===== config.mk =====
export PLATFORM = sky130hd
export DESIGN_NAME = wb_port_arbiter_flat
export DESIGN_NICKNAME = d
export VERILOG_FILES = /design/src/rtl/wb_port_arbiter_pkg.sv /design/src/rtl/wb_port_arbiter_if.sv /design/src/rtl/wb_pending_fifo.sv /design/src/rtl/wb_port_arbiter.sv /design/src/flat_wrapper.sv
export SDC_FILE = /design/constraint.sdc
export NUM_CORES = 1
export LEC_CHECK = 0
export CAP_MARGIN = 20
export CORE_ASPECT_RATIO = 1.4
export CORE_MARGIN = 4
export CORE_UTILIZATION = 48
export CTS_CLUSTER_SIZE = 24
export DETAILED_ROUTE_END_ITERATION = 12
export GPL_ROUTABILITY_DRIVEN = 0
export PLACE_DENSITY = 0.77
export SYNTH_ARGS = -nofsm -noshare
export SYNTH_HDL_FRONTEND = slang
export SYNTH_SLANG_ARGS = --single-unit

===== constraint.sdc =====
create_clock -name clk -period 8.8 [get_ports clk]
set_input_delay 2.64 -clock clk [delete_from_list [all_inputs] [get_ports clk]]
set_output_delay 2.64 -clock clk [all_outputs]
set_load 0.005 [all_outputs]

===== src/rtl/wb_port_arbiter_pkg.sv =====
// Shared types and constants for the writeback port arbiter.
package wb_port_arbiter_pkg;

  localparam int unsigned ADDR_W = 7;
  localparam int unsigned HILO_W = 64;
  localparam logic [ADDR_W-1:0] REG_ZERO = '0;

  // Which source owns the write ports this cycle.
  typedef enum logic [1:0] {
    GNT_NONE,
    GNT_PIPE,
    GNT_FIFO
  } grant_e;

  // Width-independent part of a pending long-latency result; the GPR data
  // field is appended by the top module because its width is a parameter.
  typedef struct packed {
    logic              we;
    logic [ADDR_W-1:0] addr;
    logic              hilo_we;
    logic [HILO_W-1:0] hilo_data;
  } pend_meta_t;

  // A GPR write is only real when it targets a register other than r0.
  function automatic logic gpr_write(input logic we, input logic [ADDR_W-1:0] addr);
    return we && (addr != REG_ZERO);
  endfunction

endpackage


===== src/rtl/wb_port_arbiter_if.sv =====
// Bundle of pipeline, long-latency, write-port and hazard-query signals.
interface wb_port_arbiter_if
  import wb_port_arbiter_pkg::*;
#(
  parameter int unsigned WIDTH = 32
) ();

  logic              wb_we;
  logic [ADDR_W-1:0] wb_addr;
  logic [WIDTH-1:0]  wb_data;
  logic              wb_hilo_we;
  logic [HILO_W-1:0] wb_hilo_data;

  logic              lu_valid;
  logic              lu_ready;
  logic              lu_we;
  logic [ADDR_W-1:0] lu_addr;
  logic [WIDTH-1:0]  lu_data;
  logic              lu_hilo_we;
  logic [HILO_W-1:0] lu_hilo_data;

  logic              rf_we;
  logic [ADDR_W-1:0] rf_addr;
  logic [WIDTH-1:0]  rf_data;
  logic              hilo_we;
  logic [HILO_W-1:0] hilo_data;

  logic              stall_req;
  logic [ADDR_W-1:0] q_addr;
  logic              q_hit;

  // Arbiter side.
  modport slave (
    input  wb_we, wb_addr, wb_data, wb_hilo_we, wb_hilo_data,
    input  lu_valid, lu_we, lu_addr, lu_data, lu_hilo_we, lu_hilo_data,
    output lu_ready,
    output rf_we, rf_addr, rf_data, hilo_we, hilo_data,
    output stall_req, q_hit,
    input  q_addr
  );

  // Pipeline / long-latency unit / hazard unit side.
  modport master (
    output wb_we, wb_addr, wb_data, wb_hilo_we, wb_hilo_data,
    output lu_valid, lu_we, lu_addr, lu_data, lu_hilo_we, lu_hilo_data,
    input  lu_ready,
    input  rf_we, rf_addr, rf_data, hilo_we, hilo_data,
    input  stall_req, q_hit,
    output q_addr
  );

endinterface


===== src/rtl/wb_pending_fifo.sv =====
// Circular pending-result FIFO with every slot and its valid bit exposed.
module wb_pending_fifo #(
  parameter int unsigned DEPTH = 2,
  parameter type entry_t = logic
) (
  input  logic                   clk,
  input  logic                   rst,
  input  logic                   push,
  input  entry_t                 push_entry,
  input  logic                   pop,
  output entry_t                 head,
  output logic                   full,
  output logic                   empty,
  output entry_t [DEPTH-1:0]     entries,
  output logic   [DEPTH-1:0]     valid
);

  localparam int unsigned PTR_W = (DEPTH > 1) ? $clog2(DEPTH) : 1;
  localparam int unsigned CNT_W = PTR_W + 1;

  entry_t [DEPTH-1:0] mem;
  logic [PTR_W-1:0]   rd_ptr;
  logic [PTR_W-1:0]   wr_ptr;
  logic [CNT_W-1:0]   count;
  logic               do_push;
  logic               do_pop;

  assign full    = (count == CNT_W'(DEPTH));
  assign empty   = (count == '0);
  assign do_push = push && !full;
  assign do_pop  = pop && !empty;
  assign head    = mem[rd_ptr];
  assign entries = mem;

  // Pointer and occupancy bookkeeping; pointers wrap since DEPTH is a power of two.
  always_ff @(posedge clk) begin
    if (rst) begin
      rd_ptr <= '0;
      wr_ptr <= '0;
      count  <= '0;
    end else begin
      if (do_push) wr_ptr <= wr_ptr + PTR_W'(1);
      if (do_pop)  rd_ptr <= rd_ptr + PTR_W'(1);
      count <= count + CNT_W'(do_push) - CNT_W'(do_pop);
    end
  end

  // Payload storage; stale slots are masked by valid, so no reset is needed.
  always_ff @(posedge clk) begin
    if (do_push) mem[wr_ptr] <= push_entry;
  end

  // A slot is live when its distance from the read pointer is below the occupancy.
  always_comb begin
    logic [PTR_W-1:0] off;
    valid = '0;
    for (int unsigned i = 0; i < DEPTH; i++) begin
      off      = PTR_W'(i) - rd_ptr;
      valid[i] = ({1'b0, off} < count);
    end
  end

endmodule


===== src/rtl/wb_port_arbiter.sv =====
// Shares the GPR and HI/LO write ports between the in-order writeback stage
// and queued long-latency results, with a starvation-forced stall.
module wb_port_arbiter
  import wb_port_arbiter_pkg::*;
#(
  parameter int unsigned WIDTH        = 32,
  parameter int unsigned DEPTH        = 2,
  parameter int unsigned STARVE_LIMIT = 4
) (
  input logic              clk,
  input logic              rst,
  wb_port_arbiter_if.slave bus
);

  localparam int unsigned CNT_W = $clog2(STARVE_LIMIT + 1);

  typedef struct packed {
    pend_meta_t       meta;
    logic [WIDTH-1:0] data;
  } entry_t;

  entry_t               push_entry;
  entry_t               head;
  entry_t [DEPTH-1:0]   entries;
  logic   [DEPTH-1:0]   valid;
  logic                 full;
  logic                 empty;
  logic                 push;
  logic                 pop;
  logic                 lu_ready;
  logic                 wb_req;
  logic                 stall;
  logic                 hit;
  logic [CNT_W-1:0]     starve_cnt;
  grant_e               grant;

  logic                 sel_we;
  logic [ADDR_W-1:0]    sel_addr;
  logic [WIDTH-1:0]     sel_data;
  logic                 sel_hilo_we;
  logic [HILO_W-1:0]    sel_hilo_data;

  assign lu_ready      = !full && !rst;
  assign push          = bus.lu_valid && lu_ready;
  assign wb_req        = bus.wb_we || bus.wb_hilo_we;
  assign stall         = (starve_cnt == CNT_W'(STARVE_LIMIT));
  assign pop           = (grant == GNT_FIFO);
  assign bus.lu_ready  = lu_ready;
  assign bus.stall_req = stall;
  assign bus.q_hit     = hit && !rst;

  // Pack the offered long-latency result into a FIFO entry.
  always_comb begin
    push_entry                = '0;
    push_entry.meta.we        = bus.lu_we;
    push_entry.meta.addr      = bus.lu_addr;
    push_entry.meta.hilo_we   = bus.lu_hilo_we;
    push_entry.meta.hilo_data = bus.lu_hilo_data;
    push_entry.data           = bus.lu_data;
  end

  wb_pending_fifo #(
    .DEPTH   (DEPTH),
    .entry_t (entry_t)
  ) u_fifo (
    .clk        (clk),
    .rst        (rst),
    .push       (push),
    .push_entry (push_entry),
    .pop        (pop),
    .head       (head),
    .full       (full),
    .empty      (empty),
    .entries    (entries),
    .valid      (valid)
  );

  // Port grant: a forced stall hands the port to the FIFO head, otherwise the pipeline wins.
  always_comb begin
    grant = GNT_NONE;
    if (stall && !empty)  grant = GNT_FIFO;
    else if (wb_req)      grant = GNT_PIPE;
    else if (!empty)      grant = GNT_FIFO;
  end

  // Mux the granted source's write fields; no grant yields an all-zero write.
  always_comb begin
    sel_we        = 1'b0;
    sel_addr      = '0;
    sel_data      = '0;
    sel_hilo_we   = 1'b0;
    sel_hilo_data = '0;
    unique case (grant)
      GNT_PIPE: begin
        sel_we        = bus.wb_we;
        sel_addr      = bus.wb_addr;
        sel_data      = bus.wb_data;
        sel_hilo_we   = bus.wb_hilo_we;
        sel_hilo_data = bus.wb_hilo_data;
      end
      GNT_FIFO: begin
        sel_we        = head.meta.we;
        sel_addr      = head.meta.addr;
        sel_data      = head.data;
        sel_hilo_we   = head.meta.hilo_we;
        sel_hilo_data = head.meta.hilo_data;
      end
      default: ;
    endcase
  end

  // Count how long the head has waited; saturates so stall_req stays a clean decode.
  always_ff @(posedge clk) begin
    if (rst || empty || pop) starve_cnt <= '0;
    else if (!stall)         starve_cnt <= starve_cnt + CNT_W'(1);
  end

  // Registered write ports; r0 writes are suppressed, HI/LO is independent.
  always_ff @(posedge clk) begin
    if (rst) begin
      bus.rf_we     <= 1'b0;
      bus.rf_addr   <= '0;
      bus.rf_data   <= '0;
      bus.hilo_we   <= 1'b0;
      bus.hilo_data <= '0;
    end else begin
      bus.rf_we     <= gpr_write(sel_we, sel_addr);
      bus.rf_addr   <= sel_addr;
      bus.rf_data   <= sel_data;
      bus.hilo_we   <= sel_hilo_we;
      bus.hilo_data <= sel_hilo_data;
    end
  end

  // Hazard query: does any queued entry still owe a write to q_addr.
  always_comb begin
    hit = 1'b0;
    for (int unsigned i = 0; i < DEPTH; i++) begin
      if (valid[i] && gpr_write(entries[i].meta.we, entries[i].meta.addr) &&
          entries[i].meta.addr == bus.q_addr)
        hit = 1'b1;
    end
  end

endmodule


===== src/flat_wrapper.sv =====
// flat-port wrapper written by rule: the top's interface ports become plain ports
module wb_port_arbiter_flat import wb_port_arbiter_pkg::*;
#(
  parameter int unsigned WIDTH        = 32,
  parameter int unsigned DEPTH        = 2,
  parameter int unsigned STARVE_LIMIT = 4
)
  (clk, rst, bus_wb_we, bus_wb_addr, bus_wb_data, bus_wb_hilo_we, bus_wb_hilo_data, bus_lu_valid, bus_lu_we, bus_lu_addr, bus_lu_data, bus_lu_hilo_we, bus_lu_hilo_data, bus_lu_ready, bus_rf_we, bus_rf_addr, bus_rf_data, bus_hilo_we, bus_hilo_data, bus_stall_req, bus_q_hit, bus_q_addr);
  wb_port_arbiter_if #(.WIDTH(WIDTH)) bus_i ();
  input logic clk;
  input logic rst;
  input wire logic [$bits(bus_i.wb_we)-1:0] bus_wb_we;
  input wire logic [$bits(bus_i.wb_addr)-1:0] bus_wb_addr;
  input wire logic [$bits(bus_i.wb_data)-1:0] bus_wb_data;
  input wire logic [$bits(bus_i.wb_hilo_we)-1:0] bus_wb_hilo_we;
  input wire logic [$bits(bus_i.wb_hilo_data)-1:0] bus_wb_hilo_data;
  input wire logic [$bits(bus_i.lu_valid)-1:0] bus_lu_valid;
  input wire logic [$bits(bus_i.lu_we)-1:0] bus_lu_we;
  input wire logic [$bits(bus_i.lu_addr)-1:0] bus_lu_addr;
  input wire logic [$bits(bus_i.lu_data)-1:0] bus_lu_data;
  input wire logic [$bits(bus_i.lu_hilo_we)-1:0] bus_lu_hilo_we;
  input wire logic [$bits(bus_i.lu_hilo_data)-1:0] bus_lu_hilo_data;
  output wire logic [$bits(bus_i.lu_ready)-1:0] bus_lu_ready;
  output wire logic [$bits(bus_i.rf_we)-1:0] bus_rf_we;
  output wire logic [$bits(bus_i.rf_addr)-1:0] bus_rf_addr;
  output wire logic [$bits(bus_i.rf_data)-1:0] bus_rf_data;
  output wire logic [$bits(bus_i.hilo_we)-1:0] bus_hilo_we;
  output wire logic [$bits(bus_i.hilo_data)-1:0] bus_hilo_data;
  output wire logic [$bits(bus_i.stall_req)-1:0] bus_stall_req;
  output wire logic [$bits(bus_i.q_hit)-1:0] bus_q_hit;
  input wire logic [$bits(bus_i.q_addr)-1:0] bus_q_addr;
  assign bus_i.wb_we = bus_wb_we;
  assign bus_i.wb_addr = bus_wb_addr;
  assign bus_i.wb_data = bus_wb_data;
  assign bus_i.wb_hilo_we = bus_wb_hilo_we;
  assign bus_i.wb_hilo_data = bus_wb_hilo_data;
  assign bus_i.lu_valid = bus_lu_valid;
  assign bus_i.lu_we = bus_lu_we;
  assign bus_i.lu_addr = bus_lu_addr;
  assign bus_i.lu_data = bus_lu_data;
  assign bus_i.lu_hilo_we = bus_lu_hilo_we;
  assign bus_i.lu_hilo_data = bus_lu_hilo_data;
  assign bus_lu_ready = bus_i.lu_ready;
  assign bus_rf_we = bus_i.rf_we;
  assign bus_rf_addr = bus_i.rf_addr;
  assign bus_rf_data = bus_i.rf_data;
  assign bus_hilo_we = bus_i.hilo_we;
  assign bus_hilo_data = bus_i.hilo_data;
  assign bus_stall_req = bus_i.stall_req;
  assign bus_q_hit = bus_i.q_hit;
  assign bus_i.q_addr = bus_q_addr;
  wb_port_arbiter #(.WIDTH(WIDTH), .DEPTH(DEPTH), .STARVE_LIMIT(STARVE_LIMIT)) u_core (.clk(clk), .rst(rst), .bus(bus_i));
endmodule

==> results of run 1 <==
## synth_stat cells (all sizes together)
cell type / instances
nor3: 3
buf: 28
o22a: 1
nor4: 4
o211ai: 1
inv: 10
ha: 6
o21a: 2
a22oi: 105
and3: 1
dfxtp: 112
nand2b: 2
mux2: 105
nor2b: 3
nor2: 116
a21oi: 4
xor2: 12
nand3: 2
a221oi: 1
o2111ai: 1
edfxtp: 210
nand4: 1
xnor2: 6
nand2: 4
or3: 1
or2: 1
o21ai: 1
clkbuf: 20
## through the flow
step,setup WS (ns),util (%)
after floorplan,0.972,-
after global placement,1.82,63.4
after detailed placement,1.82,63.6
after CTS,1.81,68.2
after global routing,1.67,68.2
final,1.82,68.3
## area by class of cell
| cell class | count | share of cell area, % |
|---|---|---|
| repair buffers | 337 | 20.7 |
| clock inverters | 16 | 1.43 |
| well taps | 310 | 2.37 |
| inverters | 10 | 0.229 |
| multi-input cells | 383 | 17.7 |
| flip-flops and latches | 322 | 52.2 |
| clock buffers | 40 | 5.25 |
| diodes | 6 | 0.0917 |
## worst max path at each step
stage / depth (start not counted) / end / from
after floorplan: 3 / u_core.u_fifo.entries[0] / rst
after global placement: 6 / bus_q_hit / bus_q_addr[6]
after detailed placement: 6 / bus_q_hit / bus_q_addr[6]
after CTS: 6 / bus_q_hit / bus_q_addr[6]
after global routing: 6 / bus_q_hit / bus_q_addr[6]
final: 6 / bus_q_hit / bus_q_addr[6]
## flip-flops by register name (all words and copies together) (netlist names), 2 cells and up
register	count
u_core.starve_cnt	3
u_core.bus.rf_data	32
u_core.bus.rf_addr	7
u_core.bus.hilo_data	64
u_core.u_fifo.count	2
u_core.u_fifo.entries	210
## critical path, stage by stage
cell,delay (ns)
sky130_fd_sc_hd__clkdlybuf4s50_1,0.45
sky130_fd_sc_hd__xor2_1,0.16
sky130_fd_sc_hd__nor4_1,0.28
sky130_fd_sc_hd__o2111ai_1,0.14
sky130_fd_sc_hd__a21oi_1,0.15
sky130_fd_sc_hd__clkdlybuf4s50_1,0.52
## cell usage in the layout (no fill, tap or decap), types with 2 or more instances in the layout
| cell type | instances |
|---|---|
| sky130_fd_sc_hd__o21a_1 | 2 |
| sky130_fd_sc_hd__bufinv_16 | 6 |
| sky130_fd_sc_hd__clkinv_1 | 3 |
| sky130_fd_sc_hd__xnor2_1 | 6 |
| sky130_fd_sc_hd__diode_2 | 6 |
| sky130_fd_sc_hd__inv_1 | 10 |
| sky130_fd_sc_hd__xor2_1 | 12 |
| sky130_fd_sc_hd__mux2_2 | 104 |
| sky130_fd_sc_hd__nor3_1 | 3 |
| sky130_fd_sc_hd__nor4_1 | 4 |
| sky130_fd_sc_hd__dfxtp_1 | 111 |
| sky130_fd_sc_hd__buf_4 | 8 |
| sky130_fd_sc_hd__clkinv_2 | 5 |
| sky130_fd_sc_hd__nand3_1 | 2 |
| sky130_fd_sc_hd__edfxtp_1 | 210 |
| sky130_fd_sc_hd__ha_1 | 4 |
| sky130_fd_sc_hd__clkbuf_1 | 4 |
| sky130_fd_sc_hd__ha_4 | 2 |
| sky130_fd_sc_hd__clkdlybuf4s50_1 | 327 |
| sky130_fd_sc_hd__nor2b_1 | 3 |
| sky130_fd_sc_hd__clkbuf_16 | 31 |
| sky130_fd_sc_hd__nand2_1 | 4 |
| sky130_fd_sc_hd__a22oi_1 | 104 |
| sky130_fd_sc_hd__nor2_4 | 2 |
| sky130_fd_sc_hd__a21oi_1 | 4 |
| sky130_fd_sc_hd__buf_16 | 2 |
| sky130_fd_sc_hd__clkbuf_8 | 5 |
| sky130_fd_sc_hd__nor2_1 | 114 |
| sky130_fd_sc_hd__nand2b_1 | 2 |
## logic make-up after synthesis
logic type / count (synthesis)
buffers and inverters: 58
xor gates and xnor gates: 18
and+or+nand+nor: 138
muxes: 105
DFF: 322
AOI/OAI and AO/OA: 116
adders and majority gates: 6
## power by group through the flow
stage / Clock, mW / Sequential [mW] / Combinational [mW]
5_1_grt: 1.49 / 1.71 / 0.339
4_1_cts: 1.43 / 1.70 / 0.319
6_report: 1.40 / 1.70 / 0.315
3_5_place_dp: 0 / 1.74 / 0.316
3_3_place_gp: 0 / 1.73 / 0.308
2_1_floorplan: 0 / 1.74 / 0.111
## metal layers
metal / vias to the layer above / global-route usage (%)
li1: 3490 / -
met1: 3657 / 24.1
met4: 0 / 7.12
met3: 43 / 3.54
met5: - / 0
met2: 275 / 37.9
==> report_table.html, run 1 <==
<table>
<tr><th>Metric</th><th>Value</th></tr>
<tr><th colspan="2">Routing</th></tr>
<tr><td>Detailed-router iteration count before antenna repair</td><td>4</td></tr>
<tr><td>Antenna Violating Nets Remaining</td><td>0</td></tr>
<tr><td>Wire per inst</td><td>20.3 um</td></tr>
<tr><td>Routed length on met1</td><td>10600 um</td></tr>
<tr><td>Overall via count from detail_route</td><td>7465</td></tr>
<tr><td>Met3 routed wirelength</td><td>1780 um</td></tr>
<tr><td>Routed wl met2</td><td>15900 um</td></tr>
<tr><td>Sum of routed wire length over all layers</td><td>28900 um</td></tr>
<tr><td>Highest metal used</td><td>met4</td></tr>
<tr><td>DRC viols</td><td>0</td></tr>
<tr><td>Violation count after the first detailed-route iteration</td><td>399</td></tr>
<tr><td>Routed via count divided by cell count</td><td>5.24</td></tr>
<tr><th colspan="2">Logic synthesis</th></tr>
<tr><td>Simple-gate portion of the synthesized area</td><td>4.75%</td></tr>
<tr><td>XOR/XNOR share of the synthesized area</td><td>1.34%</td></tr>
<tr><td>Main combinational cell family by area after synthesis</td><td>multiplexers</td></tr>
<tr><td>Ranking of synthesized cells by area</td><td>sky130_fd_sc_hd__edfxtp_1 54%, sky130_fd_sc_hd__dfxtp_1 19%, sky130_fd_sc_hd__mux2_2 10%</td></tr>
<tr><td>Mapped cell area</td><td>0.0117 mm^2</td></tr>
<tr><td>Number of distinct library cells after synthesis</td><td>34</td></tr>
<tr><td>Synth warnings</td><td>0</td></tr>
<tr><td>Sequential-to-total area share from yosys stat</td><td>72.9%</td></tr>
<tr><td>Post-synthesis mux area share</td><td>10.1%</td></tr>
<tr><td>Post-Syn Nets</td><td>989</td></tr>
<tr><td>Gate count after technology mapping</td><td>around 760</td></tr>
<tr><td>Cell taking the most area after synthesis</td><td>sky130_fd_sc_hd__edfxtp_1</td></tr>
<tr><td>Synth Register Bits</td><td>322</td></tr>
<tr><td>Compound-Gate Fraction of Synth Area</td><td>7.47%</td></tr>
<tr><td>Area share of the largest cell type after synthesis</td><td>53.8%</td></tr>
<tr><td>Mean post-synth cell area</td><td>~15 um^2</td></tr>
<tr><td>Area share of fa/ha/maj cells after synthesis</td><td>0.640%</td></tr>
<tr><th colspan="2">Global route</th></tr>
<tr><td>Grt ovf</td><td>0</td></tr>
<tr><td>Number of antenna violations at the first check in global routing</td><td>2</td></tr>
<tr><td>Number of global-route vias before repair</td><td>between 7000 and 8000</td></tr>
<tr><td>Total track usage</td><td>20.5%</td></tr>
<tr><td>Pin count of the biggest net entering global routing</td><td>80</td></tr>
<tr><td>Wire length of the first global-routing pass</td><td>43400 um</td></tr>
<tr><th colspan="2">Min path</th></tr>
<tr><td>Hold Path Origin</td><td>u_core.starve_cnt[1]</td></tr>
<tr><td>Hold crit path type</td><td>flop to flop</td></tr>
<tr><td>Worst min-delay path endpoint</td><td>u_core.starve_cnt[1]</td></tr>
<tr><td>Number of cells traversed by the worst hold path</td><td>2</td></tr>
<tr><th colspan="2">Clocking</th></tr>
<tr><td>Buffers inserted during post-CTS setup optimization</td><td>0</td></tr>
<tr><td>Clk Tree Root Cell</td><td>sky130_fd_sc_hd__clkbuf_16</td></tr>
<tr><td>Clock tree sinks</td><td>322</td></tr>
<tr><td>Worst-Skew Late Latency</td><td>0.54 ns</td></tr>
<tr><td>H-tree Lvls</td><td>1</td></tr>
<tr><td># hold bufs at CTS</td><td>0</td></tr>
<tr><td>Clock transition at the registers of the reported paths</td><td>0.06 ns</td></tr>
<tr><td>Number of buffers created by CTS</td><td>30</td></tr>
<tr><td>Resize count post-CTS</td><td>0</td></tr>
<tr><td>Bufs on Longest Clock Path</td><td>3</td></tr>
<tr><td>TritonCTS clock tree</td><td>done</td></tr>
<tr><th colspan="2">Power</th></tr>
<tr><td>Leakage power figure</td><td>5.69 nW</td></tr>
<tr><td>Clock share of power</td><td>around 41%</td></tr>
<tr><td>Sequential group share of total power</td><td>49.8%</td></tr>
<tr><td>Total internal power</td><td>~2.7 mW</td></tr>
<tr><td>Combinational fraction of design power</td><td>9.2%</td></tr>
<tr><td>Post-layout total power</td><td>3.42 mW</td></tr>
<tr><td>Switching share of power</td><td>20.1%</td></tr>
<tr><td>Power dissipated by switching net loads</td><td>0.686 mW</td></tr>
<tr><td>Worst IR Drop VDD</td><td>0.214 mV</td></tr>
<tr><td>Power density normalized to cell area</td><td>209 mW/mm^2</td></tr>
<tr><th colspan="2">STA</th></tr>
<tr><td>Final hold violation count</td><td>0</td></tr>
<tr><td>Minimum clock period</td><td>6.98 ns</td></tr>
<tr><td>Clock tree skew after final layout</td><td>around 0.014 ns</td></tr>
<tr><td>RSZ-0062 raised after global routing</td><td>no</td></tr>
<tr><td>Setup-failing EPs final</td><td>0</td></tr>
<tr><td>Least-Margin Pin Slew</td><td>0.804 ns</td></tr>
<tr><td>Relative slew slack</td><td>46.4%</td></tr>
<tr><td>Hold Slack</td><td>0.491 ns</td></tr>
<tr><td>Count of pins over their slew limit</td><td>0</td></tr>
<tr><td>Maximum operating frequency</td><td>143 MHz</td></tr>
<tr><td>Setup tns final</td><td>0 ns</td></tr>
<tr><td>Final worst path period share</td><td>between 70% and 80%</td></tr>
<tr><th colspan="2">Cells and area</th></tr>
<tr><td>Area of combinational cells with multiple inputs</td><td>0.00289 mm^2</td></tr>
<tr><td>Area of all sequential standard cells</td><td>0.00855 mm^2</td></tr>
<tr><td>Final standard cell count with taps included and fillers excluded</td><td>1424</td></tr>
<tr><td>Area growth from synthesis to layout</td><td>39.6%</td></tr>
<tr><td>Ratio of cells with drive above 1 in the final layout</td><td>15.4%</td></tr>
<tr><td>Summed area of non-filler cells in the final layout</td><td>0.0164 mm^2</td></tr>
<tr><td>Layout fillers</td><td>1710</td></tr>
<tr><td>Net count reported at finish</td><td>1310</td></tr>
<tr><th colspan="2">Place</th></tr>
<tr><td>Sum of net half-perimeters after detailed placement</td><td>approximately 20000 um</td></tr>
<tr><td>Area post-placement</td><td>about 0.015 mm^2</td></tr>
<tr><td>Number of buffer cells added on primary ports</td><td>~330</td></tr>
<tr><td>Number of placed cells counting well taps</td><td>1362</td></tr>
<tr><th colspan="2">Setup path</th></tr>
<tr><td>Reg-to-reg endpoint</td><td>u_core.bus.rf_we</td></tr>
<tr><td>Endpoint required time on the critical path</td><td>6.16 ns</td></tr>
<tr><td>Launching point of the worst reg2reg path</td><td>u_core.starve_cnt[0]</td></tr>
<tr><td>CP startpoint kind</td><td>input pin</td></tr>
<tr><td>Worst setup path category</td><td>input pin to output pin</td></tr>
<tr><td>Worst EP arrival</td><td>4.34 ns</td></tr>
<tr><td>Max Fanout on Critical Path</td><td>2</td></tr>
<tr><td>R2R setup slack</td><td>between 5 and 6 ns</td></tr>
<tr><td>Element type at the critical path end</td><td>output pin</td></tr>
<tr><td>Depth of the worst register-to-register path</td><td>11</td></tr>
<tr><th colspan="2">Run status</th></tr>
<tr><td>Result of the run</td><td>completed</td></tr>
<tr><th colspan="2">Die</th></tr>
<tr><td>Starting Density</td><td>48.9%</td></tr>
<tr><td>Placement Rows</td><td>67</td></tr>
<tr><td>DIE AREA</td><td>0.0270 mm^2</td></tr>
<tr><td># IOs</td><td>between 300 and 400</td></tr>
<tr><td>Core Box Area</td><td>0.0240 mm^2</td></tr>
<tr><td>Chip Width</td><td>140 um</td></tr>
<tr><td>Floorplan die height</td><td>193 um</td></tr>
<tr><th colspan="2">Run</th></tr>
<tr><td>Max-cap viol count</td><td>0</td></tr>
</table>
(Power assumes the default switching activity.)
==> run 2: changes to the inputs <==
Clock period 8.8 ns to 7 ns, I/O delays scaled along.
==> report_table.html, run 2 (synthesis gave the netlist of run 1 again) <==
<table>
<tr><th>Metric</th><th>Value</th></tr>
<tr><th colspan="2">Run status</th></tr>
<tr><td>Result of the run</td><td>completed</td></tr>
<tr><th colspan="2">Global route</th></tr>
<tr><td>Pin count of the biggest net entering global routing</td><td>106</td></tr>
<tr><td>Grt ovf</td><td>0</td></tr>
<tr><td>Number of antenna violations at the first check in global routing</td><td>6</td></tr>
<tr><td>Wire length of the first global-routing pass</td><td>42900 um</td></tr>
<tr><td>Number of global-route vias before repair</td><td>7819</td></tr>
<tr><td>Total track usage</td><td>20.3%</td></tr>
<tr><th colspan="2">Setup path</th></tr>
<tr><td>Depth of the worst register-to-register path</td><td>10</td></tr>
<tr><td>Launching point of the worst reg2reg path</td><td>u_core.starve_cnt[0]</td></tr>
<tr><td>Ordered cell list for the critical path</td><td>clkdlybuf4s50_1, xor2_1, nor4_1, o2111ai_1, a21oi_1, clkdlybuf4s50_1</td></tr>
<tr><td>Crit path buf inv count</td><td>2</td></tr>
<tr><td>Reg-to-reg endpoint</td><td>u_core.bus.rf_we</td></tr>
<tr><td>Endpoint required time on the critical path</td><td>4.90 ns</td></tr>
<tr><td>Critical path's most frequent cell</td><td>sky130_fd_sc_hd__clkdlybuf4s50_1</td></tr>
<tr><td>Crit-path slowest cell</td><td>sky130_fd_sc_hd__clkdlybuf4s50_1</td></tr>
<tr><td>Largest stage delay on the critical path</td><td>approximately 0.53 ns</td></tr>
<tr><td>Worst setup path category</td><td>input pin to output pin</td></tr>
<tr><td>CP startpoint kind</td><td>input pin</td></tr>
<tr><td>Max Fanout on Critical Path</td><td>2</td></tr>
<tr><td>R2R setup slack</td><td>between 4 and 5 ns</td></tr>
<tr><td>Worst EP arrival</td><td>3.82 ns</td></tr>
<tr><td>Element type at the critical path end</td><td>output pin</td></tr>
<tr><td>CP delay by family, top</td><td>buffers and inverters</td></tr>
<tr><th colspan="2">Place</th></tr>
<tr><td>Sum of net half-perimeters after detailed placement</td><td>19400 um</td></tr>
<tr><td>Number of buffer cells added on primary ports</td><td>about 330</td></tr>
<tr><td>Pre-CTS setup slack</td><td>1.11 ns</td></tr>
<tr><td>Number of placed cells counting well taps</td><td>~1400</td></tr>
<tr><th colspan="2">STA</th></tr>
<tr><td>Final worst path period share</td><td>84.6%</td></tr>
<tr><td>Maximum operating frequency</td><td>approximately 170 MHz</td></tr>
<tr><td>Least-Margin Pin Slew</td><td>between 1 and 1.5 ns</td></tr>
<tr><td>Minimum clock period</td><td>5.92 ns</td></tr>
<tr><td>Clock tree skew after final layout</td><td>between 0.009 and 0.01 ns</td></tr>
<tr><td>Final hold violation count</td><td>0</td></tr>
<tr><td>Relative slew slack</td><td>slightly above 30%</td></tr>
<tr><td>Smallest setup slack after layout</td><td>1.08 ns</td></tr>
<tr><td>Setup-failing EPs final</td><td>0</td></tr>
<tr><td>Count of pins over their slew limit</td><td>0</td></tr>
<tr><td>RSZ-0062 raised after global routing</td><td>no</td></tr>
<tr><th colspan="2">Cells and area</th></tr>
<tr><td>Area of all sequential standard cells</td><td>0.00855 mm^2</td></tr>
<tr><td>Ratio of cells with drive above 1 in the final layout</td><td>14.6%</td></tr>
<tr><td>Most used cells in the layout excluding fill and tap cells</td><td>327 x sky130_fd_sc_hd__clkdlybuf4s50_1, 210 x sky130_fd_sc_hd__edfxtp_1, 114 x sky130_fd_sc_hd__nor2_1</td></tr>
<tr><td>Final standard cell count with taps included and fillers excluded</td><td>1423</td></tr>
<tr><td>Layout fillers</td><td>1761</td></tr>
<tr><td>Area of combinational cells with multiple inputs</td><td>0.00289 mm^2</td></tr>
<tr><td>Net count reported at finish</td><td>1308</td></tr>
<tr><td>Area growth from synthesis to layout</td><td>37.9%</td></tr>
<tr><td>Max FFs per register</td><td>210</td></tr>
<tr><td>Most common library cell in the layout ignoring fill and taps</td><td>sky130_fd_sc_hd__clkdlybuf4s50_1</td></tr>
<tr><th colspan="2">Routing</th></tr>
<tr><td>Overall via count from detail_route</td><td>7489</td></tr>
<tr><td>Wire per inst</td><td>around 20 um</td></tr>
<tr><td>Detailed-router iteration count before antenna repair</td><td>5</td></tr>
<tr><td>Routed via count divided by cell count</td><td>5.26</td></tr>
<tr><td>DRC viols</td><td>0</td></tr>
<tr><td>Sum of routed wire length over all layers</td><td>28700 um</td></tr>
<tr><td>Violation count after the first detailed-route iteration</td><td>465</td></tr>
<tr><td>Antenna Violating Nets Remaining</td><td>0</td></tr>
<tr><th colspan="2">Die</th></tr>
<tr><td># IOs</td><td>328</td></tr>
<tr><td>Placement Rows</td><td>67</td></tr>
<tr><td>DIE AREA</td><td>0.0270 mm^2</td></tr>
<tr><td>Floorplan die height</td><td>193 um</td></tr>
<tr><td>Starting Density</td><td>48.9%</td></tr>
<tr><td>Chip Width</td><td>about 140 um</td></tr>
<tr><td>Core Box Area</td><td>0.0240 mm^2</td></tr>
<tr><th colspan="2">Min path</th></tr>
<tr><td>Hold crit path type</td><td>flop to flop</td></tr>
<tr><td>Worst min-delay path endpoint</td><td>u_core.starve_cnt[1]</td></tr>
<tr><td>Number of cells traversed by the worst hold path</td><td>2</td></tr>
<tr><td>Hold Path Origin</td><td>u_core.starve_cnt[1]</td></tr>
<tr><th colspan="2">Clocking</th></tr>
<tr><td>Clock tree sinks</td><td>roughly 320</td></tr>
<tr><td>Clk Tree Root Cell</td><td>sky130_fd_sc_hd__clkbuf_16</td></tr>
<tr><td>Number of buffers created by CTS</td><td>30</td></tr>
<tr><td>TritonCTS clock tree</td><td>done</td></tr>
<tr><td>Worst-Skew Late Latency</td><td>around 0.54 ns</td></tr>
<tr><td>Resize count post-CTS</td><td>0</td></tr>
<tr><td>Bufs on Longest Clock Path</td><td>3</td></tr>
<tr><td># hold bufs at CTS</td><td>0</td></tr>
<tr><td>Clock transition at the registers of the reported paths</td><td>0.06 ns</td></tr>
<tr><td>Buffers inserted during post-CTS setup optimization</td><td>0</td></tr>
<tr><td>H-tree Lvls</td><td>1</td></tr>
<tr><th colspan="2">Run</th></tr>
<tr><td>Max-cap viol count</td><td>0</td></tr>
<tr><th colspan="2">Power</th></tr>
<tr><td>Leakage power figure</td><td>roughly 5.6 nW</td></tr>
<tr><td>Worst IR Drop VDD</td><td>~0.19 mV</td></tr>
<tr><td>Power density normalized to cell area</td><td>251 mW/mm^2</td></tr>
</table>
==> run 2: cell count changes in the layout (fill, tap and decap cells not counted) <==
cell and delta:
sky130_fd_sc_hd__bufinv_16 -5, sky130_fd_sc_hd__clkbuf_1 +7, sky130_fd_sc_hd__diode_2 +1, sky130_fd_sc_hd__buf_12 +2
sky130_fd_sc_hd__clkbuf_8 -5, sky130_fd_sc_hd__buf_16 -2, sky130_fd_sc_hd__clkinv_2 +3, sky130_fd_sc_hd__buf_4 -2
==> run 2: where the power goes <==
group / internal [mW] / total, mW / switching, mW
Sequential: 2.11 / 2.14 / 0.0256
Clock: 0.852 / 1.52 / 0.668
Combinational: 0.239 / 0.396 / 0.157
==> run 2: cell type report <==
| type | instances | share of cell area [%] |
|---|---|---|
| clock inverters | 14 | 0.612 |
| repair buffers | 335 | 20.8 |
| multi-input cells | 383 | 17.9 |
| clock buffers | 42 | 5.05 |
| flip-flops and latches | 322 | 52.9 |
| well taps | 310 | 2.40 |
| inverters | 10 | 0.232 |
| diodes | 7 | 0.108 |
==> run 2: worst max path at each step <==
| stage | depth (start not counted) | endpoint | slack [ns] | from |
|---|---|---|---|---|
| floorplan | 3 | u_core.u_fifo.entries[0] | -0.29 | rst |
| global placement | 6 | bus_q_hit | 1.11 | bus_q_addr[6] |
| detailed placement | 6 | bus_q_hit | 1.11 | bus_q_addr[6] |
| CTS | 6 | bus_q_hit | 1.09 | bus_q_addr[6] |
| global route | 6 | bus_q_hit | 0.96 | bus_q_addr[4] |
| finish | 6 | bus_q_hit | 1.08 | bus_q_addr[6] |
==> run 2: through the flow <==
| stage | TNS (ns) | area, um^2 | hold slack, ns | total power, mW | utilization, % |
|---|---|---|---|---|---|
| finish | 0 | 16200 | 0.487 | 4.06 | 67.4 |
| global route | 0 | 16200 | 0.526 | 4.21 | 67.4 |
| CTS | 0 | 16100 | 0.492 | 4.10 | 67.3 |
| detailed placement | 0 | 15200 | 0.483 | 2.58 | 63.5 |
| global placement | 0 | 15200 | 0.461 | 2.57 | 63.5 |
| floorplan | -60.55 | 11700 | 0.448 | 2.33 | - |
==> run 2: per-layer routing <==
layer	up-vias	GRT usage, %	part of all wire (%)
met2	258	36.8	54
met5	-	0	0
met3	55	3.45	5.6
met4	0	8.31	3.2
met1	3676	23.8	37
li1	3500	-	-
==> run 2: worst register-to-register path, delay by kind of cell, from the launching register on <==
| kind | cells | cell delay, ns |
|---|---|---|
| AOI/OAI and AO/OA | 3 | 0.45 |
| adders and majority gates | 2 | 0.79 |
| buffers and inverters | 2 | 0.72 |
| DFF | 1 | 0.34 |
| and+or+nand+nor | 3 | 0.59 |
==> run 3: changes to the inputs <==
Clock period 7 ns to 5.45 ns, I/O delays scaled along.
==> report_table.html, run 3 (synthesis gave the netlist of run 1 again) <==
<table>
<tr><th>Metric</th><th>Value</th></tr>
<tr><th colspan="2">Run status</th></tr>
<tr><td>Result of the run</td><td>completed</td></tr>
<tr><th colspan="2">Power</th></tr>
<tr><td>Leakage power figure</td><td>5.69 nW</td></tr>
<tr><td>Worst IR Drop VDD</td><td>0.281 mV</td></tr>
<tr><td>Switching share of power</td><td>20.8%</td></tr>
<tr><td>Power density normalized to cell area</td><td>325 mW/mm^2</td></tr>
<tr><td>Sequential group share of total power</td><td>approximately 52%</td></tr>
<tr><td>Combinational fraction of design power</td><td>9.7%</td></tr>
<tr><td>Power dissipated by switching net loads</td><td>1.10 mW</td></tr>
<tr><td>Clock share of power</td><td>38.6%</td></tr>
<tr><td>Total internal power</td><td>4.21 mW</td></tr>
<tr><th colspan="2">Die</th></tr>
<tr><td>Core Box Area</td><td>0.0240 mm^2</td></tr>
<tr><td>Floorplan die height</td><td>193 um</td></tr>
<tr><td>DIE AREA</td><td>0.0270 mm^2</td></tr>
<tr><td># IOs</td><td>328</td></tr>
<tr><td>Placement Rows</td><td>67</td></tr>
<tr><td>Chip Width</td><td>around 140 um</td></tr>
<tr><td>Starting Density</td><td>roughly half</td></tr>
<tr><th colspan="2">Setup path</th></tr>
<tr><td>Max Fanout on Critical Path</td><td>2</td></tr>
<tr><td>Worst EP arrival</td><td>3.36 ns</td></tr>
<tr><td>Crit path buf inv count</td><td>2</td></tr>
<tr><td>Crit-path slowest cell</td><td>sky130_fd_sc_hd__clkdlybuf4s50_1</td></tr>
<tr><td>Element type at the critical path end</td><td>output pin</td></tr>
<tr><td>CP delay by family, top</td><td>buffers and inverters</td></tr>
<tr><td>Ordered cell list for the critical path</td><td>clkdlybuf4s50_1, xor2_1, nor4_1, o2111ai_1, a21oi_1, clkdlybuf4s50_1</td></tr>
<tr><td>Critical path's most frequent cell</td><td>sky130_fd_sc_hd__clkdlybuf4s50_1</td></tr>
<tr><td>Worst setup path category</td><td>input pin to output pin</td></tr>
<tr><td>Endpoint required time on the critical path</td><td>around 3.8 ns</td></tr>
<tr><td>Largest stage delay on the critical path</td><td>between 0.5 and 0.6 ns</td></tr>
<tr><td>CP startpoint kind</td><td>input pin</td></tr>
<tr><th colspan="2">Routing</th></tr>
<tr><td>Sum of routed wire length over all layers</td><td>28900 um</td></tr>
<tr><td>Overall via count from detail_route</td><td>7501</td></tr>
<tr><td>DRC viols</td><td>0</td></tr>
<tr><td>Detailed-router iteration count before antenna repair</td><td>6</td></tr>
<tr><td>Antenna Violating Nets Remaining</td><td>0</td></tr>
<tr><td>Routed via count divided by cell count</td><td>5.25</td></tr>
<tr><td>Wire per inst</td><td>20.2 um</td></tr>
<tr><td>Violation count after the first detailed-route iteration</td><td>a little over 400</td></tr>
<tr><th colspan="2">STA</th></tr>
<tr><td>Relative slew slack</td><td>about a third</td></tr>
<tr><td>Maximum operating frequency</td><td>200 MHz</td></tr>
<tr><td>Final hold violation count</td><td>0</td></tr>
<tr><td>Final worst path period share</td><td>just over 90%</td></tr>
<tr><td>Setup tns final</td><td>0 ns</td></tr>
<tr><td>RSZ-0062 raised after global routing</td><td>no</td></tr>
<tr><td>Setup-failing EPs final</td><td>0</td></tr>
<tr><td>Least-Margin Pin Slew</td><td>0.998 ns</td></tr>
<tr><td>Clock tree skew after final layout</td><td>around 0.008 ns</td></tr>
<tr><td>Minimum clock period</td><td>4.99 ns</td></tr>
<tr><td>Count of pins over their slew limit</td><td>0</td></tr>
<tr><th colspan="2">Place</th></tr>
<tr><td>Area post-placement</td><td>0.0153 mm^2</td></tr>
<tr><td>Number of placed cells counting well taps</td><td>1369</td></tr>
<tr><td>Number of buffer cells added on primary ports</td><td>327</td></tr>
<tr><td>Sum of net half-perimeters after detailed placement</td><td>about 20000 um</td></tr>
<tr><th colspan="2">Global route</th></tr>
<tr><td>Grt ovf</td><td>0</td></tr>
<tr><td>Total track usage</td><td>20.3%</td></tr>
<tr><td>Wire length of the first global-routing pass</td><td>43000 um</td></tr>
<tr><td>Number of global-route vias before repair</td><td>7910</td></tr>
<tr><td>Pin count of the biggest net entering global routing</td><td>75</td></tr>
<tr><td>Number of antenna violations at the first check in global routing</td><td>3</td></tr>
<tr><th colspan="2">Cells and area</th></tr>
<tr><td>Area growth from synthesis to layout</td><td>39.4%</td></tr>
<tr><td>Net count reported at finish</td><td>~1300</td></tr>
<tr><td>Max FFs per register</td><td>210</td></tr>
<tr><td>Most used cells in the layout excluding fill and tap cells</td><td>327 x sky130_fd_sc_hd__clkdlybuf4s50_1, 210 x sky130_fd_sc_hd__edfxtp_1, 114 x sky130_fd_sc_hd__nor2_1</td></tr>
<tr><td>Area of all sequential standard cells</td><td>0.00855 mm^2</td></tr>
<tr><td>Area of combinational cells with multiple inputs</td><td>0.00289 mm^2</td></tr>
<tr><td>Ratio of cells with drive above 1 in the final layout</td><td>16.0%</td></tr>
<tr><td>Layout fillers</td><td>1746</td></tr>
<tr><td>Most common library cell in the layout ignoring fill and taps</td><td>sky130_fd_sc_hd__clkdlybuf4s50_1</td></tr>
<tr><td>Summed area of non-filler cells in the final layout</td><td>0.0163 mm^2</td></tr>
<tr><td>Final standard cell count with taps included and fillers excluded</td><td>1429</td></tr>
<tr><th colspan="2">Clocking</th></tr>
<tr><td>Buffers inserted during post-CTS setup optimization</td><td>0</td></tr>
<tr><td>Number of buffers created by CTS</td><td>30</td></tr>
<tr><td>Clk Tree Root Cell</td><td>sky130_fd_sc_hd__clkbuf_16</td></tr>
<tr><td>Worst-Skew Late Latency</td><td>0.54 ns</td></tr>
<tr><td>H-tree Lvls</td><td>1</td></tr>
<tr><td>Bufs on Longest Clock Path</td><td>3</td></tr>
<tr><td>Resize count post-CTS</td><td>0</td></tr>
<tr><td>TritonCTS clock tree</td><td>done</td></tr>
<tr><td># hold bufs at CTS</td><td>0</td></tr>
<tr><td>Clock transition at the registers of the reported paths</td><td>0.06 ns</td></tr>
<tr><td>Clock tree sinks</td><td>between 300 and 400</td></tr>
<tr><th colspan="2">Min path</th></tr>
<tr><td>Hold crit path type</td><td>flop to flop</td></tr>
<tr><th colspan="2">Run</th></tr>
<tr><td>Max-cap viol count</td><td>0</td></tr>
</table>
==> run 3: cell types whose count changed in the layout (fill, tap and decap cells not counted), moves of 2 or more <==
cell	delta
sky130_fd_sc_hd__buf_4	+6
sky130_fd_sc_hd__clkinv_1	-2
sky130_fd_sc_hd__clkbuf_8	+8
sky130_fd_sc_hd__buf_12	+2
sky130_fd_sc_hd__clkbuf_1	-5
sky130_fd_sc_hd__diode_2	-3
sky130_fd_sc_hd__clkinv_2	-2
==> run 3: cell type report <==
cell class / instances / share of cell area, %
Antenna cell: 4 / 0.0613
Timing Repair Buffer: 344 / 21.2
Tap cell: 310 / 2.37
Multi-Input combinational cell: 383 / 17.7
Clock buffer: 47 / 5.76
Sequential cell: 322 / 52.3
Inverter: 10 / 0.230
Clock inverter: 9 / 0.291
==> run 3: path summary, 6_finish.rpt <==
check | end | slack [ns] | start | cells after the start
max | bus_q_hit | 0.46 | bus_q_addr[6] | 6
max reg2reg | u_core.bus.hilo_data[12] | 2.61 | u_core.starve_cnt[0] | 10
min reg2reg | u_core.starve_cnt[1] | 0.48 | u_core.starve_cnt[1] | 2
min | u_core.starve_cnt[1] | 0.48 | u_core.starve_cnt[1] | 2
==> run 3: power groups by stage <==
stage	sequential, mW	combinational, mW	clock [mW]
floorplan	2.81	0.180	0
global placement	2.80	0.507	0
detailed placement	2.80	0.518	0
CTS	2.75	0.523	2.09
global route	2.76	0.559	2.19
finish	2.75	0.518	2.05
==> run 3: layer usage <==
layer	part of all wire, %	up-vias	track usage (%)	wire (um)
li1	-	3511	-	-
met1	38	3635	24.1	10900
met2	52	296	36.8	15100
met3	6.4	59	3.45	1850
met4	3.7	0	8.31	1070
met5	0	-	0	0
==> run 3: per-stage QoR <==
| stage | worst slack, ns | total power, mW | utilization, % | hold slack, ns |
|---|---|---|---|---|
| after global placement | 0.473 | 3.30 | 63.9 | 0.462 |
| after detailed placement | 0.473 | 3.32 | 64.0 | 0.468 |
| final | 0.455 | 5.32 | 68.2 | 0.477 |
| after floorplan | -1.37 | 2.99 | - | 0.448 |
| after global routing | 0.374 | 5.51 | 68.1 | 0.502 |
| after CTS | 0.460 | 5.36 | 68.1 | 0.484 |
==> run 3: worst min-delay path, stage by stage, from the launching register on <==
cell	delay [ns]
sky130_fd_sc_hd__dfxtp_1	0.32
sky130_fd_sc_hd__nand2_1	0.06
sky130_fd_sc_hd__a21oi_1	0.05
